<file path="config.mk">
export PLATFORM = sky130hd
export DESIGN_NAME = similarity_match_selector
export DESIGN_NICKNAME = d
export VERILOG_FILES = /design/src/rtl/sim_select_pkg.sv /design/src/rtl/fp16_compare.sv /design/src/rtl/similarity_match_selector.sv
export SDC_FILE = /design/constraint.sdc
export NUM_CORES = 1
export LEC_CHECK = 0
export ABC_AREA = 1
export BUFFER_PORTS_ARGS = -buffer_cell sky130_fd_sc_hd__buf_2
export CELL_PAD_IN_SITES_DETAIL_PLACEMENT = 0
export CELL_PAD_IN_SITES_GLOBAL_PLACEMENT = 1
export CORE_ASPECT_RATIO = 2
export CORE_MARGIN = 1.5
export CORE_UTILIZATION = 42
export DETAILED_ROUTE_END_ITERATION = 8
export GPL_TIMING_DRIVEN = 0
export PLACE_DENSITY = 0.76
export SKIP_CTS_REPAIR_TIMING = 1
export SYNTH_ARGS = -nofsm -noshare
export SYNTH_HDL_FRONTEND = slang
export SYNTH_SLANG_ARGS = --single-unit
</file>
<file path="constraint.sdc">
create_clock -name clk -period 3.1 [get_ports clk]
set_clock_uncertainty 0.2 [all_clocks]
set_input_delay 0.62 -clock clk [delete_from_list [all_inputs] [get_ports clk]]
set_output_delay 0.62 -clock clk [all_outputs]
set_load 0.02 [all_outputs]
</file>
<file path="src/rtl/sim_select_pkg.sv">
// ============================================================================
// Module      : sim_select_pkg
// Description : Shared types, FP16 constants and helpers for the selector.
// Revision    : 1.0 - initial release
// ============================================================================
`default_nettype none

package sim_select_pkg;

    typedef enum logic [1:0] {
        S_IDLE    = 2'd0,
        S_COLLECT = 2'd1,
        S_DONE    = 2'd2
    } state_t;

    localparam logic [15:0] FP16_NEG_INF  = 16'hFC00;
    localparam logic [15:0] FP16_POS_ZERO = 16'h0000;

    function automatic logic fp16_is_nan(input logic [15:0] v);
        return (v[14:10] == 5'h1F) && (v[9:0] != 10'd0);
    endfunction

endpackage

`default_nettype wire

</file>
<file path="src/rtl/fp16_compare.sv">
// ============================================================================
// Module      : fp16_compare
// Description : Combinational FP16 ordering compare (a > b, a >= b); NaN is
//               not handled here and must be masked by the caller.
// Revision    : 1.0 - initial release
// ============================================================================
`default_nettype none

module fp16_compare (
    input  logic [15:0] a,
    input  logic [15:0] b,
    output logic        gt,
    output logic        ge
);

    logic [15:0] w_key_a;
    logic [15:0] w_key_b;

    // Maps sign-magnitude onto an unsigned total order; both zeros share a key.
    function automatic logic [15:0] order_key(input logic [15:0] v);
        if (v[14:0] == 15'd0) begin
            return 16'h8000;
        end else if (v[15]) begin
            return ~v;
        end else begin
            return v | 16'h8000;
        end
    endfunction

    assign w_key_a = order_key(a);
    assign w_key_b = order_key(b);
    assign gt      = (w_key_a >  w_key_b);
    assign ge      = (w_key_a >= w_key_b);

endmodule

`default_nettype wire

</file>
<file path="src/rtl/similarity_match_selector.sv">
// ============================================================================
// Module      : similarity_match_selector
// Description : Picks the best-scoring of NUM_CAND FP16 similarity results and
//               flags whether it meets a threshold. Optional macro
//               SIM_SELECT_STATS_EN adds the above_count statistic port.
// Revision    : 1.0 - initial release
// ============================================================================
`default_nettype none

module similarity_match_selector
    import sim_select_pkg::*;
#(
    parameter int NUM_CAND = 16,
    parameter int IDX_W    = $clog2(NUM_CAND)
) (
    input  logic             clk,
    input  logic             rst_n,
    input  logic             start,
    input  logic [15:0]      threshold,
    input  logic             sim_valid,
    input  logic [15:0]      sim_in,
    output logic             busy,
    output logic             done,
    output logic [IDX_W-1:0] best_idx,
    output logic [15:0]      best_sim,
    output logic             match_found
`ifdef SIM_SELECT_STATS_EN
    ,
    output logic [IDX_W:0]   above_count
`endif
);

    localparam logic [IDX_W:0] C_LAST_CNT = (IDX_W+1)'(NUM_CAND - 1);

    state_t           r_state;
    state_t           w_state_nxt;
    logic [IDX_W:0]   r_cand_cnt;
    logic [15:0]      r_run_sim;
    logic [IDX_W-1:0] r_run_idx;
    logic [15:0]      r_thr;
    logic             r_any_above;

    logic             w_accept;
    logic             w_last;
    logic             w_num;
    logic             w_gt_best;
    logic             w_ge_best_unused;
    logic             w_gt_thr_unused;
    logic             w_ge_thr;
    logic             w_above_now;
    logic [15:0]      w_next_sim;
    logic [IDX_W-1:0] w_next_idx;

    // start always wins over a coincident sample
    assign w_accept    = (r_state == S_COLLECT) && sim_valid && !start;
    assign w_last      = w_accept && (r_cand_cnt == C_LAST_CNT);
    assign w_num       = !fp16_is_nan(sim_in);
    assign w_above_now = w_accept && w_num && w_ge_thr;

    fp16_compare u_cmp_best (
        .a  (sim_in),
        .b  (r_run_sim),
        .gt (w_gt_best),
        .ge (w_ge_best_unused)
    );

    fp16_compare u_cmp_thr (
        .a  (sim_in),
        .b  (r_thr),
        .gt (w_gt_thr_unused),
        .ge (w_ge_thr)
    );

    always_comb begin
        w_next_sim = r_run_sim;
        w_next_idx = r_run_idx;
        if (w_accept && w_num && w_gt_best) begin
            w_next_sim = sim_in;
            w_next_idx = r_cand_cnt[IDX_W-1:0];
        end
    end

    always_comb begin
        w_state_nxt = r_state;
        if (start) begin
            w_state_nxt = S_COLLECT;
        end else begin
            case (r_state)
                S_IDLE:    w_state_nxt = S_IDLE;
                S_COLLECT: if (w_last) w_state_nxt = S_DONE;
                S_DONE:    w_state_nxt = S_IDLE;
                default:   w_state_nxt = S_IDLE;
            endcase
        end
    end

    always_ff @(posedge clk or negedge rst_n) begin
        if (!rst_n) begin
            r_state <= S_IDLE;
            busy    <= 1'b0;
            done    <= 1'b0;
        end else begin
            r_state <= w_state_nxt;
            busy    <= (w_state_nxt == S_COLLECT);
            done    <= (w_state_nxt == S_DONE);
        end
    end

    always_ff @(posedge clk or negedge rst_n) begin
        if (!rst_n) begin
            r_cand_cnt  <= '0;
            r_run_sim   <= FP16_NEG_INF;
            r_run_idx   <= '0;
            r_thr       <= FP16_POS_ZERO;
            r_any_above <= 1'b0;
            best_idx    <= '0;
            best_sim    <= FP16_POS_ZERO;
            match_found <= 1'b0;
        end else if (start) begin
            r_cand_cnt  <= '0;
            r_run_sim   <= FP16_NEG_INF;
            r_run_idx   <= '0;
            r_thr       <= threshold;
            r_any_above <= 1'b0;
            best_idx    <= '0;
            best_sim    <= FP16_POS_ZERO;
            match_found <= 1'b0;
        end else if (w_accept) begin
            r_cand_cnt  <= r_cand_cnt + 1'b1;
            r_run_sim   <= w_next_sim;
            r_run_idx   <= w_next_idx;
            r_any_above <= r_any_above | w_above_now;
            // best >= threshold exactly when some non-NaN sample reached it
            if (w_last) begin
                best_sim    <= w_next_sim;
                best_idx    <= w_next_idx;
                match_found <= r_any_above | w_above_now;
            end
        end
    end

`ifdef SIM_SELECT_STATS_EN
    logic [IDX_W:0] r_above_cnt;
    logic [IDX_W:0] w_above_cnt_nxt;

    assign w_above_cnt_nxt = (w_above_now && (r_above_cnt != (IDX_W+1)'(NUM_CAND)))
                           ? r_above_cnt + 1'b1 : r_above_cnt;

    always_ff @(posedge clk or negedge rst_n) begin
        if (!rst_n) begin
            r_above_cnt <= '0;
            above_count <= '0;
        end else if (start) begin
            r_above_cnt <= '0;
            above_count <= '0;
        end else if (w_accept) begin
            r_above_cnt <= w_above_cnt_nxt;
            if (w_last) begin
                above_count <= w_above_cnt_nxt;
            end
        end
    end
`endif

endmodule

`default_nettype wire
</file>
# Word level (Yosys, flattened, before mapping)
# Cells that the tools add are included.
[word_totals]
inputBits = 36
reg_bits = 67
[classes]
n_reduce_logical = 16
mux = 28
bitwise_logic = 4
n_addsub = 1
eq_ne = 5
order_cmp = 2
[ops]
columns = ["operator", "n"]
rows = [
  ["16-bit two-way mux", 12],
  ["16-bit inverter", 3],
  ["15-bit logical NOT", 3],
  ["4-bit two-way mux", 6],
  ["16-bit >= comparator", 1],
  ["16-bit greater-than comparator", 1],
  ["5-bit two-way mux", 2],
  ["10-bit nonzero test", 1],
  ["1-bit logical AND", 7],
  ["2-bit two-way mux", 3],
  ["5-bit by 1-bit adder with 5-bit output (second input constant)", 1],
  ["5-bit by 4-bit equality test with 1-bit output (second input constant)", 1],
  ["5-bit equality test (second input constant)", 1],
  ["1-bit two-way mux", 5],
  ["2-bit by 1-bit equality test with 1-bit output (second input constant)", 2],
  ["2-bit nonzero test", 2],
  ["2-bit equality test (second input constant)", 1],
  ["1-bit logical NOT", 2],
  ["2-bit AND reduction", 1],
  ["1-bit bitwise OR", 1],
]

# Depth between registers and ports, before layout
[logic_depth]
depth_word = 9
mapped_depth = 21
ltp_nobuf = 21

# Modules after synthesis
# Synthesis repeated with hierarchy kept, for this count alone.
[unflattened]
cells_unflattened = 630
hier_area_um2 = 4753.3
[by_module_without_submodules]
columns = ["module", "cells_per_inst", "area_each_um2", "instances", "seq_area_each_um2"]
rows = [
  ["similarity_match_selector", 326, 2894.0, 1, 1684.1],
  ["fp16_compare", 152, 929.6, 2, 0.0],
]

# Worst setup path before layout
# Ideal clock, no wire load.
[synth_path]
kind = "input -> register"
start = "in sim_in[7]"
end = "reg r_run_idx[0]"
cell_stages = 16
setup_slack_ps = -56
setup_time_ps = 120
path_buffers = 2
required_ps = 2780
t_arrival_ps = 2836
path_cell_list = "nor2_1 -> nand2_1 -> nor2_4 -> nand2_2 -> inv_1 -> clkbuf_1 -> a21oi_1 -> ha_1 -> nand4_1 -> nor3_1 -> nand4_1 -> o21a_1 -> nand2_2 -> buf_4 -> nand2_1 -> and3_1"
[synth_via]
elab_chain_len = 8
elab_cells_between_ends = 13
classes_between = "order compare (1); mux (5); bitwise (1); reduce/logical (6)"
[synth_lines]
columns = ["element", "line", "text"]
rows = [
  ["start: declaration", "similarity_match_selector.sv:21", "input logic [15:0] sim_in,"],
  ["branches (longest 4 deep; another with 16-bit greater-than comparator)", "--", ""],
  ["1-bit logical AND *", "similarity_match_selector.sv:77", "if (w_accept && w_num && w_gt_best) begin"],
  ["4-bit two-way mux *", "similarity_match_selector.sv:77", ""],
  ["4-bit two-way mux *", "similarity_match_selector.sv:128", "end else if (w_accept) begin"],
  ["4-bit two-way mux *", "similarity_match_selector.sv:119", "end else if (start) begin"],
  ["end signal: assignment", "similarity_match_selector.sv:131", "r_run_idx <= w_next_idx;"],
  ["end: declaration", "similarity_match_selector.sv:39", "logic [IDX_W-1:0] r_run_idx;"],
]
# Every way passes the cells marked *. The select of a mux whose other input is x is not followed.
# A chain may end at the register's enable or synchronous reset.

# Final worst setup path
[layout_path]
start = "reg r_run_sim[14]"
end = "reg r_run_sim[9]"
[layout_via]
elab_chain_len = 8
elab_cells_between_ends = 9
classes_between = "order compare (1); mux (5); bitwise (1); reduce/logical (2)"
[layout_lines]
columns = ["element", "line", "text"]
rows = [
  ["start: declaration", "similarity_match_selector.sv:38", "logic [15:0] r_run_sim;"],
  ["start signal: assignment", "similarity_match_selector.sv:130", "r_run_sim <= w_next_sim;"],
  ["branches (longest 2 deep; another with 15-bit logical NOT)", "--", ""],
  ["16-bit two-way mux *", "fp16_compare.sv:21", "if (v[14:0] == 15'd0) begin"],
  ["16-bit greater-than comparator *", "fp16_compare.sv:32", "assign gt = (w_key_a > w_key_b);"],
  ["1-bit logical AND *", "similarity_match_selector.sv:77", ""],
  ["16-bit two-way mux *", "similarity_match_selector.sv:77", ""],
  ["16-bit two-way mux *", "similarity_match_selector.sv:128", ""],
  ["16-bit two-way mux *", "similarity_match_selector.sv:119", ""],
]
# Marks and branches as above.

==> impl_metrics.tcl <==
set metrics [dict create \
    async_flop_share 1.00 \
    crit_family "simple AND/OR/NAND/NOR gates" \
    worst_pin_slew_ns 0.836 \
    avgSynthCellArea_sq_um 7.15 \
    end_kind "flop" \
    synth_cell_type_count 33 \
    route.detailed.drc 0 \
    clock_latency_ns 0.34 \
    fin_hold_ws_ns 0.185 \
    finalWeightedCongestion 0.939 \
    cts_buffers 9 \
    dr.pass1.iters 7 \
    dieArea_sq_um 11100 \
    final_cells 830 \
    path_class "flop to flop" \
    fin_crit_ns 3.10 \
    grt_overflow 0 \
    antenna_found_initial 0 \
    synth_seq_area_share 0.385 \
    worstPathArrival_ns 3.13 \
    grt_usage 0.248 \
    critPathMaxFanout 10 \
    cp_slowest_stage_delay_ns 0.55 \
    nNetsFinal 758 \
    syn2layout_area_growth_pct 26.8 \
    clock_sinks 67 \
    hold_path.class "input port to async pin" \
    pre_cts_ws_ns -0.791 \
    pin_count 59 \
    critPathSlowestCell "dfstp_2" \
    path_common_cell "nand4_1" \
    synth-edff-count 0 \
    core_sq_um 10100 \
    wl_per_cell_microns 16.2 \
    slew_viol_final 0 \
    chipWidth_microns 75.2 \
    synth-main-ff-cell "dfrtp_1" \
    violations "negative setup slack" \
    final_layout_size_suffix_gt1_frac 0.239 \
    crit_chain "inv_2 -> nand3_1 -> nor2_1 -> nand2_2 -> buf_6 -> o21ai_1 -> ha_1 -> nand4_1 -> nor3_4 -> nand4_1 -> o21a_2 -> nand2_4 -> buf_4 -> nand2_1 -> and3_1" \
    num_vias 4300 \
    syn_area_sq_um 4380 \
    ctsLongestPathBuffers 2 \
    antennaDiodeCount 0 \
    cts_tree "done" \
    placed_cells 803 \
    busiest_layer "met2" \
    h-tree-depth 3 \
    ys_ff_latch 67 \
    setup_viol 3 \
    syn_inst 612 \
    cap_violations 0 \
    grt_max_degree 68 \
    row_count 52 \
    placed_cell_area_sq_um 4830 \
    via_per_inst 5.18 \
    fin_area_sq_um 5550 \
    p_leak_uw 0.00295 \
    status "complete, but fails checks" \
    dp.final_hpwl_mm 10.2 \
    nFillCells 1035 \
    cp.required_ns 3.13 \
    grtUsageMet2 0.445 \
    synthesis.nets 680 \
    grt_pass1_wl_mm 20.2 \
    die_y_microns 147 \
    fin_ws_ns -0.00478 \
    start_util 0.431 \
    io_buffers 56 \
    ys_warn_count 0 \
    fmax_ghz 0.322 \
    worst-path-buf-inv 3 \
    hold_violations 0 \
    drt_iter0_markers 249 \
    slew_headroom 0.442 \
    p_per_area_nw_per_um2 492 \
    finalWirelength_mm 13.4 \
    start_kind "flop" \
    first_global_vias 4115 \
    post-route-period-util 1.00 \
    use_met1 0.260 \
    path_clk_slew_ns 0.06 \
    root_buffer "clkbuf_16" \
    use_met3 0.0368 \
    ant_nets 0 \
    vdd_ir_drop_max_mv 0.306 \
]
layout make-up:
| cell class | instances | area (sq um) | area share |
|---|---|---|---|
| Buffer | 26 | 174 | 0.0313 |
| Clock buffer | 11 | 243 | 0.0437 |
| Clock inverter | 5 | 85.1 | 0.0153 |
| Inverter | 77 | 298 | 0.0537 |
| Multi-Input combinational cell | 440 | 2490 | 0.449 |
| Sequential cell | 67 | 1690 | 0.304 |
| Tap cell | 135 | 169 | 0.0304 |
| Timing Repair Buffer | 69 | 405 | 0.0731 |
state kept, by name, summed over array words and instances (netlist names):
name,count
best_idx,4
best_sim,16
busy,1
done,1
match_found,1
r_any_above,1
r_cand_cnt,5
r_run_idx,4
r_run_sim,16
r_state,2
r_thr,16
synth_stat cells, types with 2 or more instances:
master,n,area (sq um)
o21ai_0,52,260
dfrtp_1,61,1530
buf_2,4,20.0
a21oi_1,34,170
buf_1,2,7.51
ha_1,32,400
and3_1,14,87.6
buf_4,4,30.0
inv_1,67,251
nand2_1,152,571
o21ai_1,6,30.0
xor2_1,2,17.5
o22ai_1,2,12.5
a211oi_1,2,15.0
nand3_1,28,140
nor2_2,2,12.5
clkbuf_1,18,67.6
nand2_2,4,25.0
inv_2,9,33.8
nor3_1,2,10.0
nor2_1,74,278
nand4_1,24,150
dfstp_2,6,158
nor2_4,2,22.5
worst paths after layout:
check / slack (ns) / start / cells after the start / to
setup / recovery: -0.005 / r_run_sim[14] / 15 / r_run_sim[9]
hold / removal: 0.18 / rst_n / 1 / best_idx[0]
setup reg to reg: -0.005 / r_run_sim[14] / 15 / r_run_sim[9]
hold reg to reg: 0.27 / best_sim[0] / 2 / best_sim[0]
max in group asynchronous: 1.93 / rst_n / 1 / r_thr[15]
min in group clk: 0.27 / best_sim[0] / 2 / best_sim[0]
power by group:
| group | switching, uW | internal, uW |
|---|---|---|
| sequential | 35.4 | 934 |
| clock | 405 | 730 |
| combinational | 393 | 233 |
| total | 833 | 1900 |
cell usage in the layout, fill, tap and decap left out, types with 8 or more instances in the layout:
cell	count
dfrtp_1	60
nand2_1	142
a21oi_1	24
ha_1	28
and3_1	14
clkbuf_1	10
inv_2	11
inv_1	63
nor2_1	70
o21ai_0	49
nand3_1	27
clkbuf_16	9
buf_4	17
nand2_2	10
nand4_1	24
a21oi_2	8
buf_6	9
buf_2	53
per-stage QoR:
step | util | TNS (ns) | power (uW)
3_3_place_gp | 0.476 | -27.82 | 1520
6_report | 0.547 | -0.0123 | 2730
5_1_grt | 0.547 | -3.33 | 2880
4_1_cts | 0.508 | -16.37 | 2680
3_5_place_dp | 0.476 | -31.07 | 1540
2_1_floorplan | - | 0 | 1350
cells by family (layout without fill, tap and decap cells):
group / Yosys count / after routing / synth area share
compound gates: 100 / 100 / 0.119
xor+xnor: 4 / 4 / 0.00972
fa+ha+maj: 32 / 32 / 0.0915
buf+inv: 105 / 188 / 0.0946
flops: 67 / 67 / 0.385
simple gates: 304 / 304 / 0.300
worst register-to-register path, delay by kind of cell (launching register included):
kind,cells,cell delay (ns)
compound gates,2,0.35
fa+ha+maj,1,0.33
buf+inv,3,0.36
flops,1,0.55
simple gates,9,1.21
layer usage:
metal  up-vias  share of wire  routed length (microns)
li1       2147              -                        -
met2       108           0.55                     7410
met1      2003           0.36                     4830
met5         -              0                        0
met3        42          0.028                      381
met4         0          0.058                      782
Power figures use the tool's default switching activity.
